==> config.mk <==
export PLATFORM = sky130hd
export DESIGN_NAME = instr_fetch_flat
export DESIGN_NICKNAME = d
export VERILOG_FILES = /design/src/rtl/instr_fetch_if.sv /design/src/rtl/instr_fetch.sv /design/src/flat_wrapper.sv
export SDC_FILE = /design/constraint.sdc
export NUM_CORES = 1
export LEC_CHECK = 0
export ABC_AREA = 1
export CAP_MARGIN = 20
export CORE_AREA = 3 3 185 224
export DETAILED_ROUTE_END_ITERATION = 16
export DIE_AREA = 0 0 188 227
export RECOVER_POWER = 50
export SYNTH_ARGS = -nofsm -noshare
export SYNTH_HDL_FRONTEND = slang
export SYNTH_SLANG_ARGS = --single-unit
==> constraint.sdc <==
create_clock -name clock -period 2.42 [get_ports clock]
set_input_delay 0.484 -clock clock [delete_from_list [all_inputs] [get_ports clock]]
set_output_delay 0.484 -clock clock [all_outputs]
set_load 0.01 [all_outputs]
==> src/rtl/instr_fetch_if.sv <==
// rtl/instr_fetch_if.sv - fetch bus: instruction memory port, decode handshake and branch controls
interface instr_fetch_if;
  logic        imem_req;
  logic [63:0] imem_addr;
  logic        imem_ack;
  logic [31:0] imem_rdata;
  logic        instr_valid;
  logic [31:0] instruction;
  logic        instr_ready;
  logic [63:0] pc_out;
  logic        branch;
  logic        zero;
  logic        branch_uncond;
  logic [63:0] branch_offset;
  logic        halted;
  logic [31:0] instr_count;

  modport master (
    output imem_req, imem_addr, instr_valid, instruction, pc_out, halted, instr_count,
    input  imem_ack, imem_rdata, instr_ready, branch, zero, branch_uncond, branch_offset
  );

  modport slave (
    input  imem_req, imem_addr, instr_valid, instruction, pc_out, halted, instr_count,
    output imem_ack, imem_rdata, instr_ready, branch, zero, branch_uncond, branch_offset
  );
endinterface

==> src/rtl/instr_fetch.sv <==
// rtl/instr_fetch.sv - single-issue instruction fetch with hold handshake, CBZ/B redirect and HLT stop
module instr_fetch #(
  parameter logic [63:0] RESET_PC = 64'h0,
  parameter logic [31:0] HLT_WORD = 32'hD440_0000
) (
  input logic           clock,
  input logic           reset_n,
  instr_fetch_if.master bus
);
  typedef enum logic [1:0] {IDLE, FETCH, HOLD, HALT} state_e;

  state_e      state_q, state_d;
  logic [63:0] pc_q, pc_d;
  logic [31:0] instr_q, instr_d;
  logic [31:0] count_q, count_d;
  logic        fetch_done, accept, is_hlt, take_branch;

  assign fetch_done  = (state_q == FETCH) && bus.imem_ack;
  assign accept      = (state_q == HOLD) && bus.instr_ready;
  assign is_hlt      = (instr_q == HLT_WORD);
  assign take_branch = bus.branch_uncond || (bus.branch && bus.zero);

  always_ff @(posedge clock or negedge reset_n) begin
    if (!reset_n) state_q <= IDLE;
    else          state_q <= state_d;
  end

  always_comb begin
    state_d = state_q;
    case (state_q)
      IDLE:    state_d = FETCH;
      FETCH:   if (bus.imem_ack) state_d = HOLD;
      HOLD:    if (bus.instr_ready) state_d = is_hlt ? HALT : FETCH;
      HALT:    state_d = HALT;
      default: state_d = IDLE;
    endcase
  end

  always_comb begin
    bus.imem_req    = (state_q == FETCH);
    bus.instr_valid = (state_q == HOLD);
    bus.halted      = (state_q == HALT);
  end

  // Offset and +4 keep the low two bits clear, so pc stays word aligned without masking.
  always_comb begin
    pc_d    = pc_q;
    instr_d = instr_q;
    count_d = count_q;
    if (fetch_done) instr_d = bus.imem_rdata;
    if (accept) begin
      count_d = count_q + 32'd1;
      if (!is_hlt) pc_d = take_branch ? pc_q + (bus.branch_offset << 2) : pc_q + 64'd4;
    end
  end

  always_ff @(posedge clock or negedge reset_n) begin
    if (!reset_n) begin
      pc_q    <= {RESET_PC[63:2], 2'b00};
      instr_q <= '0;
      count_q <= '0;
    end else begin
      pc_q    <= pc_d;
      instr_q <= instr_d;
      count_q <= count_d;
    end
  end

  assign bus.imem_addr   = pc_q;
  assign bus.pc_out      = pc_q;
  assign bus.instruction = instr_q;
  assign bus.instr_count = count_q;
endmodule

==> src/flat_wrapper.sv <==
// flat-port wrapper written by rule: the top's interface ports become plain ports
module instr_fetch_flat 
#(
  parameter logic [63:0] RESET_PC = 64'h0,
  parameter logic [31:0] HLT_WORD = 32'hD440_0000
)
  (clock, reset_n, bus_imem_req, bus_imem_addr, bus_instr_valid, bus_instruction, bus_pc_out, bus_halted, bus_instr_count, bus_imem_ack, bus_imem_rdata, bus_instr_ready, bus_branch, bus_zero, bus_branch_uncond, bus_branch_offset);
  instr_fetch_if bus_i ();
  input logic clock;
  input logic reset_n;
  output wire logic [$bits(bus_i.imem_req)-1:0] bus_imem_req;
  output wire logic [$bits(bus_i.imem_addr)-1:0] bus_imem_addr;
  output wire logic [$bits(bus_i.instr_valid)-1:0] bus_instr_valid;
  output wire logic [$bits(bus_i.instruction)-1:0] bus_instruction;
  output wire logic [$bits(bus_i.pc_out)-1:0] bus_pc_out;
  output wire logic [$bits(bus_i.halted)-1:0] bus_halted;
  output wire logic [$bits(bus_i.instr_count)-1:0] bus_instr_count;
  input wire logic [$bits(bus_i.imem_ack)-1:0] bus_imem_ack;
  input wire logic [$bits(bus_i.imem_rdata)-1:0] bus_imem_rdata;
  input wire logic [$bits(bus_i.instr_ready)-1:0] bus_instr_ready;
  input wire logic [$bits(bus_i.branch)-1:0] bus_branch;
  input wire logic [$bits(bus_i.zero)-1:0] bus_zero;
  input wire logic [$bits(bus_i.branch_uncond)-1:0] bus_branch_uncond;
  input wire logic [$bits(bus_i.branch_offset)-1:0] bus_branch_offset;
  assign bus_imem_req = bus_i.imem_req;
  assign bus_imem_addr = bus_i.imem_addr;
  assign bus_instr_valid = bus_i.instr_valid;
  assign bus_instruction = bus_i.instruction;
  assign bus_pc_out = bus_i.pc_out;
  assign bus_halted = bus_i.halted;
  assign bus_instr_count = bus_i.instr_count;
  assign bus_i.imem_ack = bus_imem_ack;
  assign bus_i.imem_rdata = bus_imem_rdata;
  assign bus_i.instr_ready = bus_instr_ready;
  assign bus_i.branch = bus_branch;
  assign bus_i.zero = bus_zero;
  assign bus_i.branch_uncond = bus_branch_uncond;
  assign bus_i.branch_offset = bus_branch_offset;
  instr_fetch #(.RESET_PC(RESET_PC), .HLT_WORD(HLT_WORD)) u_core (.clock(clock), .reset_n(reset_n), .bus(bus_i));
endmodule
==> results of run 1 <==
[per-stage QoR]
stage               area, sq um  worst slack, ns  util (%)
finish                    19900          0.00608      50.3
global route              19900           -0.103      50.3
CTS                       18800          -0.0889      47.5
detailed placement        16500            -1.08      41.8
global placement          16500            -1.15      41.8
floorplan                 11900          -0.0265         -
[synthesized netlist by cell type, types with 9 or more instances]
| master | count |
|---|---|
| sky130_fd_sc_hd__nor2_1 | 191 |
| sky130_fd_sc_hd__mux2_2 | 29 |
| sky130_fd_sc_hd__nand3_1 | 97 |
| sky130_fd_sc_hd__ha_1 | 62 |
| sky130_fd_sc_hd__xor2_1 | 22 |
| sky130_fd_sc_hd__dfrtp_1 | 128 |
| sky130_fd_sc_hd__a21oi_1 | 44 |
| sky130_fd_sc_hd__nand2_1 | 695 |
| sky130_fd_sc_hd__buf_2 | 11 |
| sky130_fd_sc_hd__buf_4 | 67 |
| sky130_fd_sc_hd__inv_1 | 392 |
| sky130_fd_sc_hd__xnor2_1 | 36 |
| sky130_fd_sc_hd__nand4_1 | 15 |
| sky130_fd_sc_hd__nor3_1 | 23 |
| sky130_fd_sc_hd__nand3b_1 | 9 |
| sky130_fd_sc_hd__o21ai_0 | 36 |
[layout make-up]
class / instances / area share (%)
inverter: 396 / 7.53
clock inverter: 10 / 0.819
clock buffer: 21 / 2.22
sequential: 128 / 16.1
multi-input combinational: 1307 / 43.7
tap: 533 / 3.36
timing repair buffer: 559 / 26.2
[cells by family (layout without fill, tap and decap cells)]
| family | after synthesis | after routing |
|---|---|---|
| adder cells (fa/ha/maj) | 63 | 63 |
| AO/OA/AOI/OAI | 88 | 88 |
| AND/OR/NAND/NOR | 1065 | 1065 |
| flip-flops | 128 | 128 |
| buffers and inverters | 483 | 986 |
| other | 1 | 4 |
| XOR/XNOR | 58 | 58 |
| multiplexers | 29 | 29 |
[per-layer routing]
metal / part of all wire, % / vias to the layer above / routed length, microns / track usage, %
met5: 0 / - / 0 / 0
li1: - / 6693 / - / -
met1: 38 / 6240 / 18700 / 23.6
met2: 52 / 395 / 25400 / 42.3
met3: 5.2 / 99 / 2520 / 4.64
met4: 4.2 / 0 / 2040 / 9.37
[critical path, cell delays in order]
cell and delay (ns):
sky130_fd_sc_hd__buf_6 0.10, sky130_fd_sc_hd__nand2_4 0.06, sky130_fd_sc_hd__inv_4 0.03, sky130_fd_sc_hd__nor2_4 0.10, sky130_fd_sc_hd__buf_12 0.15, sky130_fd_sc_hd__buf_12 0.11
sky130_fd_sc_hd__buf_8 0.10, sky130_fd_sc_hd__nor2_1 0.04, sky130_fd_sc_hd__ha_1 0.33, sky130_fd_sc_hd__nand2_2 0.15, sky130_fd_sc_hd__nor2_1 0.05, sky130_fd_sc_hd__buf_4 0.15
sky130_fd_sc_hd__buf_4 0.12, sky130_fd_sc_hd__nand4_1 0.12, sky130_fd_sc_hd__nand3_4 0.11, sky130_fd_sc_hd__buf_6 0.13, sky130_fd_sc_hd__or2_2 0.27, sky130_fd_sc_hd__nand3_2 0.07
sky130_fd_sc_hd__nand2_1 0.04
[repair_timing]
| item | in CTS | in global routing |
|---|---|---|
| setup endpoints to repair | 54 | 50 |
| cloned | 4 | 0 |
| pin swaps | 131 | 152 |
| hold buffers | 0 | 0 |
| gates resized for setup | 360 | 287 |
| buffers inserted | 33 | 26 |
[flip-flops by register name, indices dropped and copies added, names as in the netlist]
| register | cells |
|---|---|
| u_core.bus.imem_addr | 62 |
| u_core.bus.instr_count | 32 |
| u_core.bus.instruction | 32 |
| u_core.state_q | 2 |
[worst min path at each step]
| stage | slack, ns | to |
|---|---|---|
| 2_1_floorplan | 0.19 | u_core.bus.imem_addr[10]$_DFFE_PN0P_ |
| 3_3_place_gp | 0.49 | u_core.bus.instr_count[28]$_DFFE_PN0P_ |
| 3_5_place_dp | 0.49 | u_core.bus.instr_count[28]$_DFFE_PN0P_ |
| 4_1_cts | 0.03 | u_core.bus.imem_addr[7]$_DFFE_PN0P_ |
| 5_1_grt | 0.31 | u_core.bus.imem_addr[43]$_DFFE_PN0P_ |
| 6_report | 0.24 | u_core.bus.imem_addr[26]$_DFFE_PN0P_ |
[power by group through the flow]
stage | clock network [mW] | registers (mW) | logic [mW]
2_1_floorplan | 0 | 3.91 | 5.09
3_3_place_gp | 0 | 3.70 | 10.6
3_5_place_dp | 0 | 3.72 | 10.7
4_1_cts | 2.86 | 3.74 | 12.1
5_1_grt | 2.94 | 3.90 | 14.1
6_report | 2.78 | 3.76 | 13.1
==> flow_metrics.env, run 1 <==
export IMPL_run_status="complete, no violations"
export IMPL_worst_r2r_startpoint="u_core.bus.instr_count[0]$_DFFE_PN0P_"
export IMPL_cts_num_sinks=128
export IMPL_synthXorXnorAreaFrac_pct=4.31
export IMPL_initial_utilization_pct=29.8
export IMPL_worstHoldPathType="in -> async"
export IMPL_post_detailed_route_wirelength_per_cell_microns=16.5
export IMPL_post_dp_hpwl_microns=38000
export IMPL_power_leakage_nw=10.2
export IMPL_crit_path_max_fanout=5
export IMPL_period_needed_ns=2.41
export IMPL_relative_slew_slack_pct=21.4
export IMPL_worstSkewPairLatency_ns=0.46
export IMPL_comb_power_share_pct=66.7
export IMPL_synth_seq_area_share_pct=27.2
export IMPL_mostFrequentLayoutCells="sky130_fd_sc_hd__nand2_1, sky130_fd_sc_hd__inv_1, sky130_fd_sc_hd__clkdlybuf4s50_1, sky130_fd_sc_hd__buf_4, sky130_fd_sc_hd__nand2_2"
export IMPL_transition_time_of_the_tightest_slew_check_pin_ns=1.18
export IMPL_final_hold_violation_count=0
export IMPL_rows=80
export IMPL_setup_worst_path_class="in -> reg"
export IMPL_coreArea_sq_mm=0.0395
export IMPL_synth_compound_area_share_pct=3.96
export IMPL_yosys_mux_area_fraction_pct=2.77
export IMPL_route_antenna_remaining_nets=0
export IMPL_unrepaired_setup_endpoints_after_global_routing="yes"
export IMPL_cts_max_path_buffers=2
export IMPL_synth_lib_cells_used_distinct=42
export IMPL_detail_route_vias_per_cell=4.55
export IMPL_final_cell_count_no_fill=2954
export IMPL_drt_pre_antenna_iters=5
export IMPL_switch_share_pct=42.9
export IMPL_antenna_found_initial=0
export IMPL_worstPathArrival_ns=2.75
export IMPL_worstSetupEndpoint="u_core.bus.imem_addr[21]$_DFFE_PN0P_"
export IMPL_final_setup_skew_ns=0.0189
export IMPL_synth_largest_area_cell="sky130_fd_sc_hd__dfrtp_1"
export IMPL_placed_cells_incl_taps=2866
export IMPL_htree_levels=4
export IMPL_gr_usage_all_layers_pct=22.1
export IMPL_worst_setup_hold_path_clk_slew_ns=0.06
export IMPL_place_congestion=0.953
export IMPL_port_buffers=291
export IMPL_syn_instance_count=1915
export IMPL_setup_tns_final_ns=0
export IMPL_die_height_microns=227
export IMPL_yosysTopAreaCellShare_pct=27.2
export IMPL_vias=13400
export IMPL_cellPowerDensity_mw_per_mm2=989
export IMPL_ff2ff_path_depth=10
export IMPL_final_hold_worst_slack_ns=0.235
export IMPL_drcViolationCount=0
export IMPL_sequential_cell_area_sq_mm=0.00320
export IMPL_fmax_mhz=414
export IMPL_worstSetupStartpointType="input pin"
export IMPL_syn_area_sq_mm=0.0118
export IMPL_regToRegSetupSlack_ns=0.13
export IMPL_post_route_period_util_pct=99.7
export IMPL_grt_pass1_vias=13800
export IMPL_proportion_of_power_drawn_by_flip_flops_and_latches_pct=19.1
export IMPL_timing_max_cap_violations=0
export IMPL_share_of_cells_above_drive_strength_1_pct=33.3
export IMPL_final_net_count=2575
export IMPL_multiInputGateArea_sq_mm=0.00869
export IMPL_grt_overflow_total=0
export IMPL_synth_seq_cells=128
export IMPL_clock_power_share_pct=14.2
export IMPL_layout_cells_most_common="sky130_fd_sc_hd__nand2_1"
export IMPL_dieArea_sq_mm=0.0427
export IMPL_slew_viol_final=0
export IMPL_yosysWarnings=0
export IMPL_synth_simple_gate_area_share_pct=37.2
export IMPL_synth_enable_flop_cells=0
export IMPL_synth_area_per_cell_sq_um=6.16
export IMPL_setup_viol=0
export IMPL_floorplan_io_pins=298
export IMPL_timing_critical_path_from="bus_zero"
export IMPL_cp_data_required_time_ns=2.76
export IMPL_clk_root_buffer_cell="sky130_fd_sc_hd__clkbuf_16"
export IMPL_cts_buf_count=17
export IMPL_fraction_of_the_mapped_netlist_area_in_adder_cells_pct=6.75
export IMPL_ys_async_rst_share_pct=100
export IMPL_grt_start_max_net_pins=61
export IMPL_highest_ir_drop_seen_on_vdd_v=0.000779
export IMPL_fp_dieW_microns=188
export IMPL_filler_cell_count=3871
export IMPL_yosys_top_cells_area="sky130_fd_sc_hd__dfrtp_1, sky130_fd_sc_hd__nand2_1, sky130_fd_sc_hd__inv_1"
export IMPL_endpoint_kind="flop"
export IMPL_initial_drc_count=476
export IMPL_grt_first_pass_wirelength_microns=73300
export IMPL_n_antenna_cell=0
export IMPL_power_internal_mw=11.2
export IMPL_totalWireLength_microns=48600
export IMPL_tritoncts_clock_tree="built"
export IMPL_p_total_mw=19.7
export IMPL_end_of_the_worst_register_to_register_path="u_core.bus.instr_count[26]$_DFFE_PN0P_"
export IMPL_power_net_switching_mw=8.44
export IMPL_synth_main_ff_cell="sky130_fd_sc_hd__dfrtp_1"
export IMPL_combinational_family_with_the_most_area_after_synthesis="simple AND/OR/NAND/NOR gates"
export IMPL_area_delta_synth_final_pct=68.5
Power figures use the tool's default switching activity.
==> run 2, diff against run 1 <==
--- a/config.mk
+++ b/config.mk
@@ -5,11 +5,10 @@
 export SDC_FILE = /design/constraint.sdc
 export NUM_CORES = 1
 export LEC_CHECK = 0
-export ABC_AREA = 1
 export CAP_MARGIN = 20
-export CORE_AREA = 3 3 185 224
+export CORE_AREA = 3 3 167 202
 export DETAILED_ROUTE_END_ITERATION = 16
-export DIE_AREA = 0 0 188 227
+export DIE_AREA = 0 0 170 205
 export RECOVER_POWER = 50
 export SYNTH_ARGS = -nofsm -noshare
 export SYNTH_HDL_FRONTEND = slang
==> flow_metrics.env, run 2 <==
export IMPL_final_hold_violation_count=0
export IMPL_worstPathArrival_ns=3.40
export IMPL_most_numerous_cell_in_the_yosys_netlist="sky130_fd_sc_hd__nand2_1"
export IMPL_detail_route_vias_per_cell=4.94
export IMPL_regToRegSetupSlack_ns=-0.50
export IMPL_failed_checks="setup timing"
export IMPL_switch_share_pct=39.7
export IMPL_timing_critical_path_from="bus_branch"
export IMPL_worstHoldPathType="in -> async"
export IMPL_layout_cell_area_non_filler_sq_mm=0.0177
export IMPL_post_detailed_route_wirelength_per_cell_microns=18.5
export IMPL_initial_utilization_pct=29.8
export IMPL_vias=10400
export IMPL_yosysWarnings=0
export IMPL_synth_seq_area_share_pct=33.6
export IMPL_grt_first_pass_wirelength_microns=58900
export IMPL_proportion_of_power_drawn_by_flip_flops_and_latches_pct=19.2
export IMPL_synth_lib_cells_used_distinct=64
export IMPL_worst_r2r_startpoint="u_core.bus.imem_addr[2]$_DFFE_PN0P_"
export IMPL_clock_power_share_pct=13.3
export IMPL_worstSkewPairLatency_ns=0.43
export IMPL_mostFrequentLayoutCells="sky130_fd_sc_hd__buf_4, sky130_fd_sc_hd__clkdlybuf4s50_1, sky130_fd_sc_hd__dfrtp_1, sky130_fd_sc_hd__nand2_1, sky130_fd_sc_hd__o21ai_1"
export IMPL_floorplan_io_pins=298
export IMPL_grt_pass1_vias=10800
export IMPL_synth_common_cells="sky130_fd_sc_hd__nand2_1, sky130_fd_sc_hd__dfrtp_1, sky130_fd_sc_hd__o21ai_0"
export IMPL_worst_setup_hold_path_clk_slew_ns=0.07
export IMPL_power_internal_mw=11.4
export IMPL_crit_path_max_fanout=5
export IMPL_worstSetupEndpoint="u_core.bus.imem_addr[60]$_DFFE_PN0P_"
export IMPL_clk_root_buffer_cell="sky130_fd_sc_hd__clkbuf_16"
export IMPL_cellPowerDensity_mw_per_mm2=1070
export IMPL_end_of_the_worst_register_to_register_path="u_core.bus.imem_addr[50]$_DFFE_PN0P_"
export IMPL_relative_slew_slack_pct=32.2
export IMPL_run_status="complete, but fails checks"
export IMPL_cts_max_path_buffers=2
export IMPL_syn_instance_count=1112
export IMPL_period_needed_ns=3.10
export IMPL_drt_pre_antenna_iters=5
export IMPL_htree_levels=4
export IMPL_synth_area_per_cell_sq_um=8.58
export IMPL_drcViolationCount=0
export IMPL_fmax_mhz=323
export IMPL_layout_cells_most_common="sky130_fd_sc_hd__buf_4"
export IMPL_coreArea_sq_mm=0.0321
export IMPL_worstSetupStartpointType="input pin"
export IMPL_cts_buf_count=17
export IMPL_highest_ir_drop_seen_on_vdd_v=0.000541
export IMPL_endpoint_kind="flop"
export IMPL_route_antenna_remaining_nets=0
export IMPL_totalWireLength_microns=38700
export IMPL_largest_register_ff_count=62
export IMPL_dieArea_sq_mm=0.0349
export IMPL_yosys_top_cells_area="sky130_fd_sc_hd__dfrtp_1, sky130_fd_sc_hd__ha_1, sky130_fd_sc_hd__nand2_1"
export IMPL_place_congestion=0.876
export IMPL_ff2ff_path_depth=13
export IMPL_fp_dieW_microns=170
export IMPL_cts_hold_buffers=0
export IMPL_slew_viol_final=0
export IMPL_share_of_cells_above_drive_strength_1_pct=40.3
export IMPL_rows=72
export IMPL_final_net_count=1846
export IMPL_timing_max_cap_violations=0
export IMPL_syn_area_sq_mm=0.00954
export IMPL_setup_viol=50
export IMPL_setup_tns_final_ns=-18.40
export IMPL_setup_worst_path_class="in -> reg"
export IMPL_synth_largest_area_cell="sky130_fd_sc_hd__dfrtp_1"
export IMPL_die_height_microns=205
export IMPL_unrepaired_setup_endpoints_after_global_routing="yes"
export IMPL_comb_power_share_pct=67.5
export IMPL_synth_enable_flop_cells=0
export IMPL_yosysTopAreaCellShare_pct=33.6
export IMPL_transition_time_of_the_tightest_slew_check_pin_ns=1.02
export IMPL_port_buffers=291
export IMPL_initial_drc_count=563
export IMPL_final_setup_skew_ns=0.0138
export IMPL_place_area_sq_mm=0.0149
export IMPL_grt_overflow_total=0
export IMPL_antenna_found_initial=0
export IMPL_synth_main_ff_cell="sky130_fd_sc_hd__dfrtp_1"
export IMPL_final_setup_worst_slack_ns=-0.678
export IMPL_tritoncts_clock_tree="built"
export IMPL_n_antenna_cell=0
export IMPL_post_route_period_util_pct=128
export IMPL_cp_data_required_time_ns=2.72
export IMPL_power_leakage_nw=7.79
export IMPL_cts_num_sinks=128
export IMPL_power_net_switching_mw=7.50
export IMPL_gr_usage_all_layers_pct=21.5
export IMPL_area_delta_synth_final_pct=85.6
export IMPL_post_dp_hpwl_microns=27000
export IMPL_grt_start_max_net_pins=41
export IMPL_ys_async_rst_share_pct=100
export IMPL_synth_seq_cells=128
## run 2: logic make-up (layout without fill, tap and decap cells)
| family | count (synthesis) | after routing | share of synthesized area [%] |
|---|---|---|---|
| AND/OR/NAND/NOR | 377 | 377 | 19.8 |
| XOR/XNOR | 85 | 85 | 7.80 |
| multiplexers | 35 | 35 | 4.13 |
| adder cells (fa/ha/maj) | 63 | 63 | 8.34 |
| flip-flops | 128 | 128 | 33.6 |
| other | 1 | 4 | 0.0393 |
| AO/OA/AOI/OAI | 285 | 289 | 18.2 |
| buffers and inverters | 138 | 711 | 8.18 |
## run 2: layout make-up
cell class / count / area (sq um)
fillers: 2795 / 14400
multi-input cells: 853 / 7400
repair buffers: 658 / 5950
flip-flops and latches: 128 / 3200
well taps: 407 / 509
clock buffers: 19 / 443
clock inverters: 12 / 113
inverters: 22 / 85.1
## run 2: critical path: stages
cell	delay, ns
sky130_fd_sc_hd__buf_12	0.12
sky130_fd_sc_hd__a21o_4	0.30
sky130_fd_sc_hd__buf_16	0.18
sky130_fd_sc_hd__and2_1	0.18
sky130_fd_sc_hd__ha_4	0.31
sky130_fd_sc_hd__nand4_1	0.14
sky130_fd_sc_hd__or3_4	0.39
sky130_fd_sc_hd__nor4_4	0.26
sky130_fd_sc_hd__nand4_1	0.20
sky130_fd_sc_hd__a21oi_4	0.23
sky130_fd_sc_hd__o21ai_4	0.13
sky130_fd_sc_hd__o31ai_4	0.24
sky130_fd_sc_hd__xnor2_1	0.14
sky130_fd_sc_hd__o21ai_1	0.07
## run 2: metrics by stage
step	total power, mW	worst slack, ns	hold WS [ns]	util, %	std cells
after detailed placement	14.1	-1.51	0.473	46.4	1983
after floorplan	8.84	-0.694	0.188	-	1115
final	18.9	-0.678	0.222	55.2	2099
after global routing	20.1	-0.752	0.265	55.2	2099
after global placement	14.0	-1.48	0.463	46.4	1983
after CTS	18.2	-0.573	0.0463	53.5	2074
## run 2: timing repair
action,CTS,global route
setup buffers,59,36
endpoints found under the setup margin,55,51
pin swaps,130,127
hold endpoints to repair,0,0
cloned,9,0
resized for setup,292,102
## run 2: power by group through the flow
stage                     logic, mW  registers [mW]  clock network [mW]
after CTS                      12.1            3.61                2.56
final                          12.8            3.62                2.51
after detailed placement       10.6            3.57                   0
after global placement         10.5            3.54                   0
after floorplan                4.92            3.92                   0
after global routing           13.7            3.72                2.65
## run 2: worst min path at each step
stage / slack, ns / end / depth (start not counted)
final: 0.22 / u_core.bus.imem_addr[55]$_DFFE_PN0P_ / 1
after global routing: 0.27 / u_core.bus.imem_addr[55]$_DFFE_PN0P_ / 1
after CTS: 0.05 / u_core.bus.imem_addr[55]$_DFFE_PN0P_ / 1
after detailed placement: 0.47 / u_core.bus.instr_count[31]$_DFFE_PN0P_ / 1
after global placement: 0.46 / u_core.bus.instr_count[31]$_DFFE_PN0P_ / 1
after floorplan: 0.19 / u_core.bus.imem_addr[10]$_DFFE_PN0P_ / 0
## run 2: routing by layer
metal | wire length (microns) | vias to the layer above | share of wire (%) | GRT usage [%]
li1 | - | 4984 | - | -
met1 | 15300 | 5016 | 40 | 25.2
met2 | 20400 | 276 | 53 | 38.8
met3 | 1480 | 93 | 3.8 | 3.49
met4 | 1520 | 0 | 3.9 | 8.72
met5 | 0 | - | 0 | 0
